$ cat src/rtl/bmc_receiver.sv
// bmc_receiver: recovers bits from the oversampled photodiode comparator line,
// either as biphase-mark (edge-timed) or NRZ (mid-cell sampled). Optional macro RX_ERRCNT_EN adds err_count.
module bmc_receiver #(
  parameter int OVERSAMPLE = 8,
  parameter int TOL        = 2,
  parameter int LOCK_COUNT = 16
) (
  input  logic        clk,
  input  logic        rst_n,
  input  logic        rin,
  input  logic        bmc_decode,
  output logic        dout,
  output logic        vout,
  output logic        locked,
  output logic        err
`ifdef RX_ERRCNT_EN
  ,
  output logic [15:0] err_count
`endif
);

  localparam int CNT_W  = $clog2(4 * OVERSAMPLE);
  localparam int LEN_W  = CNT_W + 1;
  localparam int PH_W   = (OVERSAMPLE > 1) ? $clog2(OVERSAMPLE) : 1;
  localparam int GOOD_W = $clog2(LOCK_COUNT + 1);
  localparam logic [CNT_W-1:0]  RUN_MAX  = CNT_W'(4 * OVERSAMPLE - 1);
  localparam logic [CNT_W-1:0]  TOUT     = CNT_W'(2 * OVERSAMPLE + TOL);
  localparam logic [PH_W-1:0]   PH_LAST  = PH_W'(OVERSAMPLE - 1);
  localparam logic [PH_W-1:0]   PH_MID   = PH_W'(OVERSAMPLE / 2 - 1);
  localparam logic [GOOD_W-1:0] GOOD_MAX = GOOD_W'(LOCK_COUNT);

  typedef enum logic [1:0] {HUNT, BIT_START, MID_SEEN} state_e;
  typedef enum logic [1:0] {CLS_SHORT, CLS_LONG, CLS_ERR} cls_e;

  function automatic cls_e classify(input logic [LEN_W-1:0] len);
    int l;
    l = int'(len);
    if (l >= OVERSAMPLE - TOL && l <= OVERSAMPLE + TOL) return CLS_SHORT;
    if (l >= 2 * OVERSAMPLE - TOL && l <= 2 * OVERSAMPLE + TOL) return CLS_LONG;
    return CLS_ERR;
  endfunction

  function automatic logic [GOOD_W-1:0] sat_good(input logic [GOOD_W-1:0] v);
    return (v == GOOD_MAX) ? v : v + 1'b1;
  endfunction

  logic              s1_q, s1_d, s2_q, s2_d, s3_q, s3_d;
  logic              edge_det;
  logic [CNT_W-1:0]  run_cnt_q, run_cnt_d;
  logic              edge_p1_q, edge_p1_d;
  logic [LEN_W-1:0]  len_p1_q, len_p1_d;
  logic              tout_p1_q, tout_p1_d;
  logic              mode_q, mode_d;
  logic [PH_W-1:0]   phase_q, phase_d;
  state_e            state_q, state_d;
  logic [GOOD_W-1:0] good_q, good_d;
  logic              dout_q, dout_d, vout_q, vout_d, err_q, err_d, locked_q, locked_d;
  logic              emit, emit_bit;
  cls_e              cls;
`ifdef RX_ERRCNT_EN
  logic [15:0]       err_count_q, err_count_d;
`endif

  always_comb begin
    s1_d      = rin;
    s2_d      = s1_q;
    s3_d      = s2_q;
    edge_det  = s2_q ^ s3_q;
    run_cnt_d = run_cnt_q;
    if (edge_det)                  run_cnt_d = '0;
    else if (run_cnt_q != RUN_MAX) run_cnt_d = run_cnt_q + 1'b1;
    // Stage p1: interval snapshot taken at the edge; the decision is made one cycle later.
    edge_p1_d = edge_det;
    len_p1_d  = {1'b0, run_cnt_q} + 1'b1;
    tout_p1_d = !edge_det && (run_cnt_q == TOUT);
    mode_d    = bmc_decode;
    phase_d   = (edge_det || phase_q == PH_LAST) ? '0 : phase_q + 1'b1;
    state_d   = state_q;
    good_d    = good_q;
    dout_d    = dout_q;
    vout_d    = 1'b0;
    err_d     = 1'b0;
    emit      = 1'b0;
    emit_bit  = 1'b0;
    cls       = classify(len_p1_q);

    if (bmc_decode != mode_q) begin
      state_d = HUNT;
      phase_d = '0;
      good_d  = '0;
    end else if (mode_q) begin
      if (edge_p1_q) begin
        case (state_q)
          HUNT: if (cls == CLS_LONG) state_d = BIT_START;
          BIT_START: begin
            if (cls == CLS_LONG) begin
              emit = 1'b1;
            end else if (cls == CLS_SHORT) begin
              state_d = MID_SEEN;
            end else begin
              err_d   = 1'b1;
              state_d = HUNT;
            end
          end
          MID_SEEN: begin
            if (cls == CLS_SHORT) begin
              emit     = 1'b1;
              emit_bit = 1'b1;
              state_d  = BIT_START;
            end else begin
              err_d   = 1'b1;
              state_d = HUNT;
            end
          end
          default: state_d = HUNT;
        endcase
      end else if (tout_p1_q && state_q != HUNT) begin
        err_d   = 1'b1;
        state_d = HUNT;
      end
    end else if (phase_q == PH_MID) begin
      emit     = 1'b1;
      emit_bit = s2_q;
    end

    if (emit) begin
      vout_d = 1'b1;
      dout_d = emit_bit;
      good_d = sat_good(good_q);
    end
    if (err_d) good_d = '0;
    locked_d = (good_d == GOOD_MAX);
`ifdef RX_ERRCNT_EN
    err_count_d = (err_d && err_count_q != 16'hFFFF) ? err_count_q + 16'd1 : err_count_q;
`endif
  end

  always_ff @(posedge clk or negedge rst_n) begin
    if (!rst_n) begin
      s1_q      <= 1'b0;
      s2_q      <= 1'b0;
      s3_q      <= 1'b0;
      run_cnt_q <= '0;
      edge_p1_q <= 1'b0;
      len_p1_q  <= '0;
      tout_p1_q <= 1'b0;
      mode_q    <= 1'b0;
      phase_q   <= '0;
      state_q   <= HUNT;
      good_q    <= '0;
      dout_q    <= 1'b0;
      vout_q    <= 1'b0;
      err_q     <= 1'b0;
      locked_q  <= 1'b0;
`ifdef RX_ERRCNT_EN
      err_count_q <= '0;
`endif
    end else begin
      s1_q      <= s1_d;
      s2_q      <= s2_d;
      s3_q      <= s3_d;
      run_cnt_q <= run_cnt_d;
      edge_p1_q <= edge_p1_d;
      len_p1_q  <= len_p1_d;
      tout_p1_q <= tout_p1_d;
      mode_q    <= mode_d;
      phase_q   <= phase_d;
      state_q   <= state_d;
      good_q    <= good_d;
      dout_q    <= dout_d;
      vout_q    <= vout_d;
      err_q     <= err_d;
      locked_q  <= locked_d;
`ifdef RX_ERRCNT_EN
      err_count_q <= err_count_d;
`endif
    end
  end

  assign dout   = dout_q;
  assign vout   = vout_q;
  assign err    = err_q;
  assign locked = locked_q;
`ifdef RX_ERRCNT_EN
  assign err_count = err_count_q;
`endif

endmodule

$ cat config.mk
export PLATFORM = sky130hd
export DESIGN_NAME = bmc_receiver
export DESIGN_NICKNAME = d
export VERILOG_FILES = /design/src/rtl/bmc_receiver.sv
export SDC_FILE = /design/constraint.sdc
export NUM_CORES = 1
export LEC_CHECK = 0
export CAP_MARGIN = 20
export CORE_ASPECT_RATIO = 1.25
export CORE_MARGIN = 4
export CORE_UTILIZATION = 58
export CTS_CLUSTER_DIAMETER = 60
export CTS_CLUSTER_SIZE = 20
export DETAILED_ROUTE_END_ITERATION = 10
export MAX_ROUTING_LAYER = met4
export PLACE_DENSITY = 0.83
export SYNTH_ARGS = -nofsm -noshare
export SYNTH_HDL_FRONTEND = slang
export SYNTH_SLANG_ARGS = --single-unit
$ cat constraint.sdc
create_clock -name clk -period 3 [get_ports clk]
set_input_delay 0.6 -clock clk [delete_from_list [all_inputs] [get_ports clk]]
set_output_delay 0.6 -clock clk [all_outputs]
set_load 0.02 [all_outputs]
Word-level counts from Yosys, hierarchy flattened
Index checks and enable logic that the tools add are counted.
Widths: inputs -> output; s select.

storage, ports and cells
  register bits = 31
  bits of input ports = 4

cells by class
  magnitude comparators = 4
  muxes and demuxes = 44
  add/subtract/negate cells = 4
  bitwise logic cells = 1
  equality and inequality tests = 12
  reductions and logical operators = 13

operators with widths
  kind                 number
  $mux 5               6
  $mux 1               22
  $mux 2               11
  $eq 5x5->1 const B   3
  $add 5x1->5 const B  2
  $ne 4x4->1 const B   2
  $add 5x1->6 const B  1
  $ge 6x3->1 const B   1
  $ge 6x4->1 const B   1
  $le 6x4->1 const B   1
  $le 6x5->1 const B   1
  $mux 3               2
  $pmux 2 s3           1
  $reduce_bool 2->1    3
  $ne 5x5->1 const B   1
  $eq 2x1->1 const B   2
  $logic_and 1x1->1    4
  $logic_not 2->1      2
  $pmux 1 s2           2
  $reduce_and 4->1     1
  $add 3x1->3 const B  1
  $eq 3x2->1 const B   1
  $eq 3x3->1 const B   1
  $reduce_bool 3->1    1
  other kinds (5)      5

Depth between registers and ports, before layout
Gate-level depths: netlist (run 1).

  word-level depth = 15
  gate-level depth with buffers = 8
  gate-level depth less buffers = 8

Worst setup path before layout (run 1)
No wires, ideal clock.

  path kind = register to register
  from = register state_q[0]
  to = register locked_q (netlist: locked)
  clock period less this slack = 2.205 ns
  stages on the path, launching flop included = 9
  arrival = 2.093 ns
  slack = 0.795 ns
  data required time = 2.889 ns
  cell sequence = dfrtp_1 -> inv_1 -> ha_1 -> and3_2 -> and4_1 -> buf_6 -> or2_4 -> a211o_1 -> a2111oi_2

between the ends
  longest elaborated chain between the ends = 8
  elaborated cells on any way between the ends = 16

ends and longest elaborated chain
  element                                          line     RTL
  start: declaration                               55       state_e state_q, state_d;
  start signal: assignment                         168      state_q <= state_d;
  $eq 2x2->1 (tied with other cells)               93       case (state_q)
  $pmux 1 s2 or $logic_and 1x1->1 (tied branches)  93, 117
  $mux 1, on equally long branches                 92, 117
  $mux 1, on equally long branches                 91, 92
  $mux 1, on equally long branches                 87, 91
  $mux 5 or $mux 1 (tied branches)                 126, 87
  $mux 5 *                                         131      if (err_d) good_d = '0;
  $eq 5x5->1 *                                     132      locked_d = (good_d == GOOD_MAX);
  net locked_d                                     57       logic dout_q, dout_d, vout_q, vout_d, err_q, err_d, locked_q, locked_d;
  end signal: assignment                           173      locked_q <= locked_d;
  end: declaration                                 57

Mark *: on every way through the listed nets, which the timed path passes. The rest lies on a longest branch.
A chain may end at the register's enable or synchronous reset.

Worst setup path after layout (run 1)
Ends and elaborated chain as after synthesis.

==> results.json, run 1 <==
{
  "clkTransAtPathRegs_ps": 90,
  "die_area_um2": 3660,
  "routedWlPerCell_um": 15.1,
  "die_x_um": 54.9,
  "syn_nets": 166,
  "drc": 0,
  "cts_hold_buf": 0,
  "fp-row-count": 21,
  "avgSynthCellArea_um2": 10.7,
  "gr-usage-all-layers_pct": 20.2,
  "hold_viol_final": 0,
  "multi_input_area_um2": 754,
  "finalNetCount": 177,
  "clock_latency_ps": 320,
  "num_vias": 1110,
  "vias_per_cell": 5.72,
  "status": "finished clean",
  "worst_setup_path_start_kind": "flop",
  "r2r_setup_slack_ps": 650,
  "finalWorstPathRequiredPeriod_ps": 2350,
  "p_leak_uw": 0.000838,
  "max-slew-margin-rel_pct": 45.2,
  "power_frac_clock_pct": 28.9,
  "clk_path_buf_depth": 2,
  "ys_warn_count": 0,
  "p_int_uw": 604,
  "port_buffers": 7,
  "ios": 8,
  "numCtsBuffers": 5,
  "ff2ff_path_depth": 7,
  "first_iter_violations": 37,
  "area_delta_synth_final_pct": 9.65,
  "sw_frac_of_total_pct": 27.1,
  "grt-ovfl-total": 0,
  "cts_tree": "done",
  "r2r_end": "locked",
  "drt-total-wl_um": 2920,
  "synth_edf_count": 0,
  "synth_seq_area_share_pct": 48.7,
  "start_util_pct": 60.1,
  "hold_path_class": "flop to flop",
  "crit_required_ps": 3210,
  "post_cts_buffers": 0,
  "hold_start": "s1_q",
  "place_hpwl_um": 2210,
  "finalSetupTns_ps": 0,
  "h-tree-depth": 2,
  "die_y_um": 66.6,
  "synth.distinct_cells": 42,
  "min_path_cells": 0,
  "hold_path_end": "s2_q",
  "syn_inst": 149,
  "grt_first_pass_wirelength_um": 5110,
  "gp_congestion": 0.793,
  "rr_startpoint": "state_q[0]",
  "endpoint_kind": "flop",
  "critPathMaxFanout": 7,
  "tightestPinTransition_ps": 819,
  "timing.final.crit_share_pct": 78.3,
  "fillerInstances": 200,
  "cp.arrival_ps": 2560,
  "finalSetupViolCount": 0,
  "antenna_found_initial": 0,
  "finalNonFillerCells": 194,
  "cts-resized-gates": 0,
  "coreArea_um2": 2650,
  "async_flop_share_pct": 100,
  "grt_pass1_vias": 1145,
  "maxCapViolations": 0,
  "pwr-share-comb_pct": 14.7,
  "finalPower_uw": 829,
  "synth_area_um2": 1590,
  "power_switching_uw": 224,
  "cts.sinks": 31,
  "regArea_um2": 776,
  "grt_setup_unrepaired": "no",
  "slew_viol_final": 0,
  "path_class": "flop to flop",
  "diodes": 0,
  "ir_drop_mv": 0.434,
  "p_per_area_nw_per_um2": 474,
  "drive_gt1_share_pct": 12.5,
  "drt-pass1-iter-count": 4,
  "clock.fmax_mhz": 426,
  "synthFlopType": "dfrtp_1",
  "ant_nets": 0,
  "p_seq_share_pct": 56.3,
  "post-place-cells": 187,
  "ys_ff_latch": 31,
  "grt_max_degree": 32,
  "skew_ps": 9.52,
  "clockRootBuffer": "clkbuf_4"
}
per-layer routing:
metal	part of all wire, %	vias up	track usage (%)	wire length [um]
li1	-	543	-	-
met1	40	547	22.5	1180
met2	55	15	34.2	1600
met3	3.4	5	6.04	99
met4	1.2	0	6.08	35
met5	0	-	-	0
flip-flops by register name, summed over array words and instances (netlist names), 2 cells and up:
| register | cells |
|---|---|
| phase_q | 3 |
| good_q | 5 |
| len_p1_q | 6 |
| run_cnt_q | 5 |
| state_q | 2 |
critical path, cell delays in order, from the launching register on:
cell	delay [ps]
dfrtp_1	380
inv_1	90
ha_1	310
and3_2	230
a41o_2	290
or2_4	270
a211o_1	300
a2111oi_2	350
final cells by class:
type / instances / area share, %
inverter: 11 / 2.36
timing repair buffer: 8 / 4.44
clock inverter: 1 / 0.286
sequential: 31 / 44.4
clock buffer: 6 / 2.93
tap: 34 / 2.43
multi-input combinational: 103 / 43.2
power by group through the flow:
| stage | logic (uW) | clock network (uW) | registers [uW] |
|---|---|---|---|
| final | 122 | 240 | 467 |
| after global routing | 137 | 272 | 472 |
| after CTS | 123 | 251 | 467 |
| after detailed placement | 122 | 0 | 475 |
| after global placement | 114 | 0 | 473 |
| after floorplan | 84.5 | 0 | 470 |
kinds of logic (layout without fill, tap and decap cells):
logic type | after synthesis | after routing | share of synthesized area, %
xor gates and xnor gates | 9 | 9 | 4.94
AOI/OAI and AO/OA | 25 | 25 | 12.2
muxes | 6 | 6 | 3.92
adders and majority gates | 13 | 13 | 10.2
DFF | 31 | 31 | 48.7
buffers and inverters | 15 | 26 | 4.00
and+or+nand+nor | 50 | 50 | 16.0
how the worst max path moves through the flow:
stage | startpoint | endpoint | slack, ps
2_1_floorplan | state_q[0] | locked | 800
3_3_place_gp | bmc_decode | state_q[1] | 660
3_5_place_dp | bmc_decode | state_q[1] | 560
4_1_cts | state_q[0] | locked | 670
5_1_grt | state_q[0] | locked | 510
6_report | state_q[0] | locked | 650
cell usage after synthesis (2+ instances only):
master | instances | area share, %
a211o_1 | 2 | 1.1
a21o_2 | 2 | 1.1
a21oi_1 | 5 | 1.6
and3_2 | 2 | 0.94
clkbuf_1 | 3 | 0.71
dfrtp_1 | 31 | 49
ha_1 | 13 | 10
inv_1 | 11 | 2.6
mux2_2 | 2 | 1.4
mux2i_1 | 4 | 2.5
nand2_1 | 9 | 2.1
nand3_1 | 3 | 0.94
nor2_1 | 17 | 4.0
nor3_1 | 3 | 0.94
nor3b_1 | 2 | 0.94
nor4_1 | 3 | 1.2
o2111ai_1 | 2 | 1.1
o21ai_0 | 4 | 1.3
xnor2_1 | 4 | 2.2
xor2_1 | 5 | 2.7
cell usage in the layout (no fill, tap or decap), types with 3 or more instances in the layout:
master,Yosys,layout
mux2i_1,4,4
clkbuf_4,0,5
dfrtp_1,31,31
nor4_1,3,3
xnor2_1,4,4
ha_1,13,13
inv_1,11,11
o21ai_0,4,4
nand2_1,9,9
nor2_1,17,17
a21oi_1,5,5
xor2_1,5,5
nand3_1,3,3
nor3_1,3,3
clkdlybuf4s50_1,0,7
per-stage QoR:
stage | util [%] | hold slack (ps) | setup WS, ps | area [um2]
2_1_floorplan | - | 304 | 795 | 1590
3_3_place_gp | 63.7 | 333 | 659 | 1690
3_5_place_dp | 63.7 | 370 | 564 | 1690
4_1_cts | 65.9 | 379 | 667 | 1750
5_1_grt | 65.9 | 384 | 511 | 1750
6_report | 65.9 | 374 | 652 | 1750
No activity file was read; power rests on OpenSTA's default activity.
==> run 2, diff against run 1 <==
clock period = 2.2 ns   (was 3 ns; I/O delays follow)
==> run 2 against run 1 <==
Compared with the run above: sequential power grew 36%; largest cell class unchanged; highest routed layer unchanged; critical path depth is the same; die area unchanged.
==> results.json, run 2 (synthesis gave the netlist of run 1 again) <==
{
  "status": "finished clean",
  "first_iter_violations": 45,
  "drt-total-wl_um": 3000,
  "slew_viol_final": 0,
  "gp_congestion": 0.834,
  "numCtsBuffers": 5,
  "final_common_cell": "dfrtp_1",
  "ios": 8,
  "timing.final.crit_share_pct": 99.1,
  "clkTransAtPathRegs_ps": 90,
  "critPathMaxFanout": 3,
  "grt-ovfl-total": 0,
  "p_leak_uw": 0.000872,
  "cp.arrival_ps": 2410,
  "p_per_area_nw_per_um2": 658,
  "clockRootBuffer": "clkbuf_4",
  "die_x_um": 54.9,
  "ant_nets": 0,
  "top_register": "len_p1_q",
  "ff2ff_path_depth": 7,
  "coreArea_um2": 2650,
  "ir_drop_mv": 0.548,
  "routedWlPerCell_um": 14.9,
  "path_class": "flop to flop",
  "clock.fmax_mhz": 459,
  "place_hpwl_um": 2130,
  "num_vias": 1173,
  "r2r_setup_slack_ps": 20,
  "worst_setup_path_start_kind": "flop",
  "grt_pass1_vias": 1161,
  "finalWorstPathRequiredPeriod_ps": 2180,
  "skew_ps": 10.7,
  "fp-row-count": 21,
  "grt_first_pass_wirelength_um": 4970,
  "endpoint_kind": "flop",
  "post-place-cells": 192,
  "area_delta_synth_final_pct": 14.4,
  "cts_tree": "done",
  "drive_gt1_share_pct": 18.0,
  "hold_path_class": "flop to flop",
  "tightestPinTransition_ps": 790,
  "hold_path_end": "s2_q",
  "finalSetupViolCount": 0,
  "largest_reg_flops": 6,
  "min_path_cells": 0,
  "finalNetCount": 183,
  "max-slew-margin-rel_pct": 47.2,
  "maxCapViolations": 0,
  "rr_startpoint": "state_q[1]",
  "die_area_um2": 3660,
  "cts_hold_buf": 0,
  "vias_per_cell": 5.84,
  "die_y_um": 66.6,
  "holdWs_ps": 352,
  "hold_start": "s1_q",
  "r2r_end": "locked",
  "h-tree-depth": 2,
  "drt-pass1-iter-count": 4,
  "cts.sinks": 31,
  "hold_viol_final": 0,
  "final_cell_mix": "31 x dfrtp_1, 17 x nor2_1, 11 x ha_1",
  "drc": 0,
  "crit_required_ps": 2430,
  "clock_latency_ps": 330,
  "port_buffers": 7,
  "top_regs": "len_p1_q: 6 flops, good_q: 5 flops, run_cnt_q: 5 flops",
  "clk_path_buf_depth": 2,
  "antenna_found_initial": 0,
  "start_util_pct": 60.1,
  "finalNonFillerCells": 201,
  "diodes": 0,
  "gr-usage-all-layers_pct": 20.2,
  "grt_max_degree": 32
}
[run 2: how the worst max path moves through the flow]
stage,from,endpoint,cells after the start
2_1_floorplan,state_q[0],locked,8
3_3_place_gp,state_q[0],locked,7
3_5_place_dp,phase_q[0],locked,7
4_1_cts,state_q[0],locked,7
5_1_grt,state_q[1],locked,7
6_report,state_q[1],locked,7
[run 2: routing by layer]
layer  track usage, %  part of all wire (%)  vias to the layer above
li1                 -                     -                      556
met1             19.8                    40                      577
met2             33.9                    52                       33
met3             6.71                   5.0                        7
met4             11.6                   3.2                        0
met5                -                     0                        -
[run 2: cell type report]
| class | count | area, um2 |
|---|---|---|
| Sequential cell | 31 | 776 |
| Clock buffer | 8 | 68.8 |
| Inverter | 11 | 41.3 |
| Multi-Input combinational cell | 103 | 773 |
| Timing Repair Buffer | 14 | 123 |
| Tap cell | 34 | 42.5 |
| Fill cell | 206 | 830 |
[run 2: repair_timing]
action / in CTS / in global routing
cloned: 0 / 0
gates resized for setup: 0 / 3
endpoints found under the setup margin: 1 / 1
pin swaps: 1 / 0
setup buffers: 0 / 1
[run 2: critical path: stages, from the launching register on]
cell       delay, ps
dfrtp_1          410
inv_1            130
ha_4             220
and3_2           220
a41o_2           260
or2_4            260
a211o_1          300
a2111oi_2        300
[run 2: metrics by stage]
stage	setup slack (ps)	area (um2)	util [%]	power (uW)	TNS, ps
after floorplan	3.77	1590	-	757	0
after global placement	41.4	1730	65.2	810	0
after detailed placement	-13.4	1730	65.2	824	-13.4
after CTS	31.9	1800	67.8	1200	0
after global routing	-22.7	1820	68.7	1270	-22.7
final	20.7	1820	68.7	1200	0
[run 2: where the power goes]
part / switching (uW) / leakage, uW / internal [uW]
clock network: 180 / 0.0000386 / 188
logic: 105 / 0.000422 / 91.0
registers: 31.1 / 0.000411 / 606
==> run 3, diff against run 2 <==
ABC_CLOCK_PERIOD_IN_PS = 2200   (was default)
==> results of run 3 <==
Same layout as run 2: the final DEF is identical, and so are final timing and power.
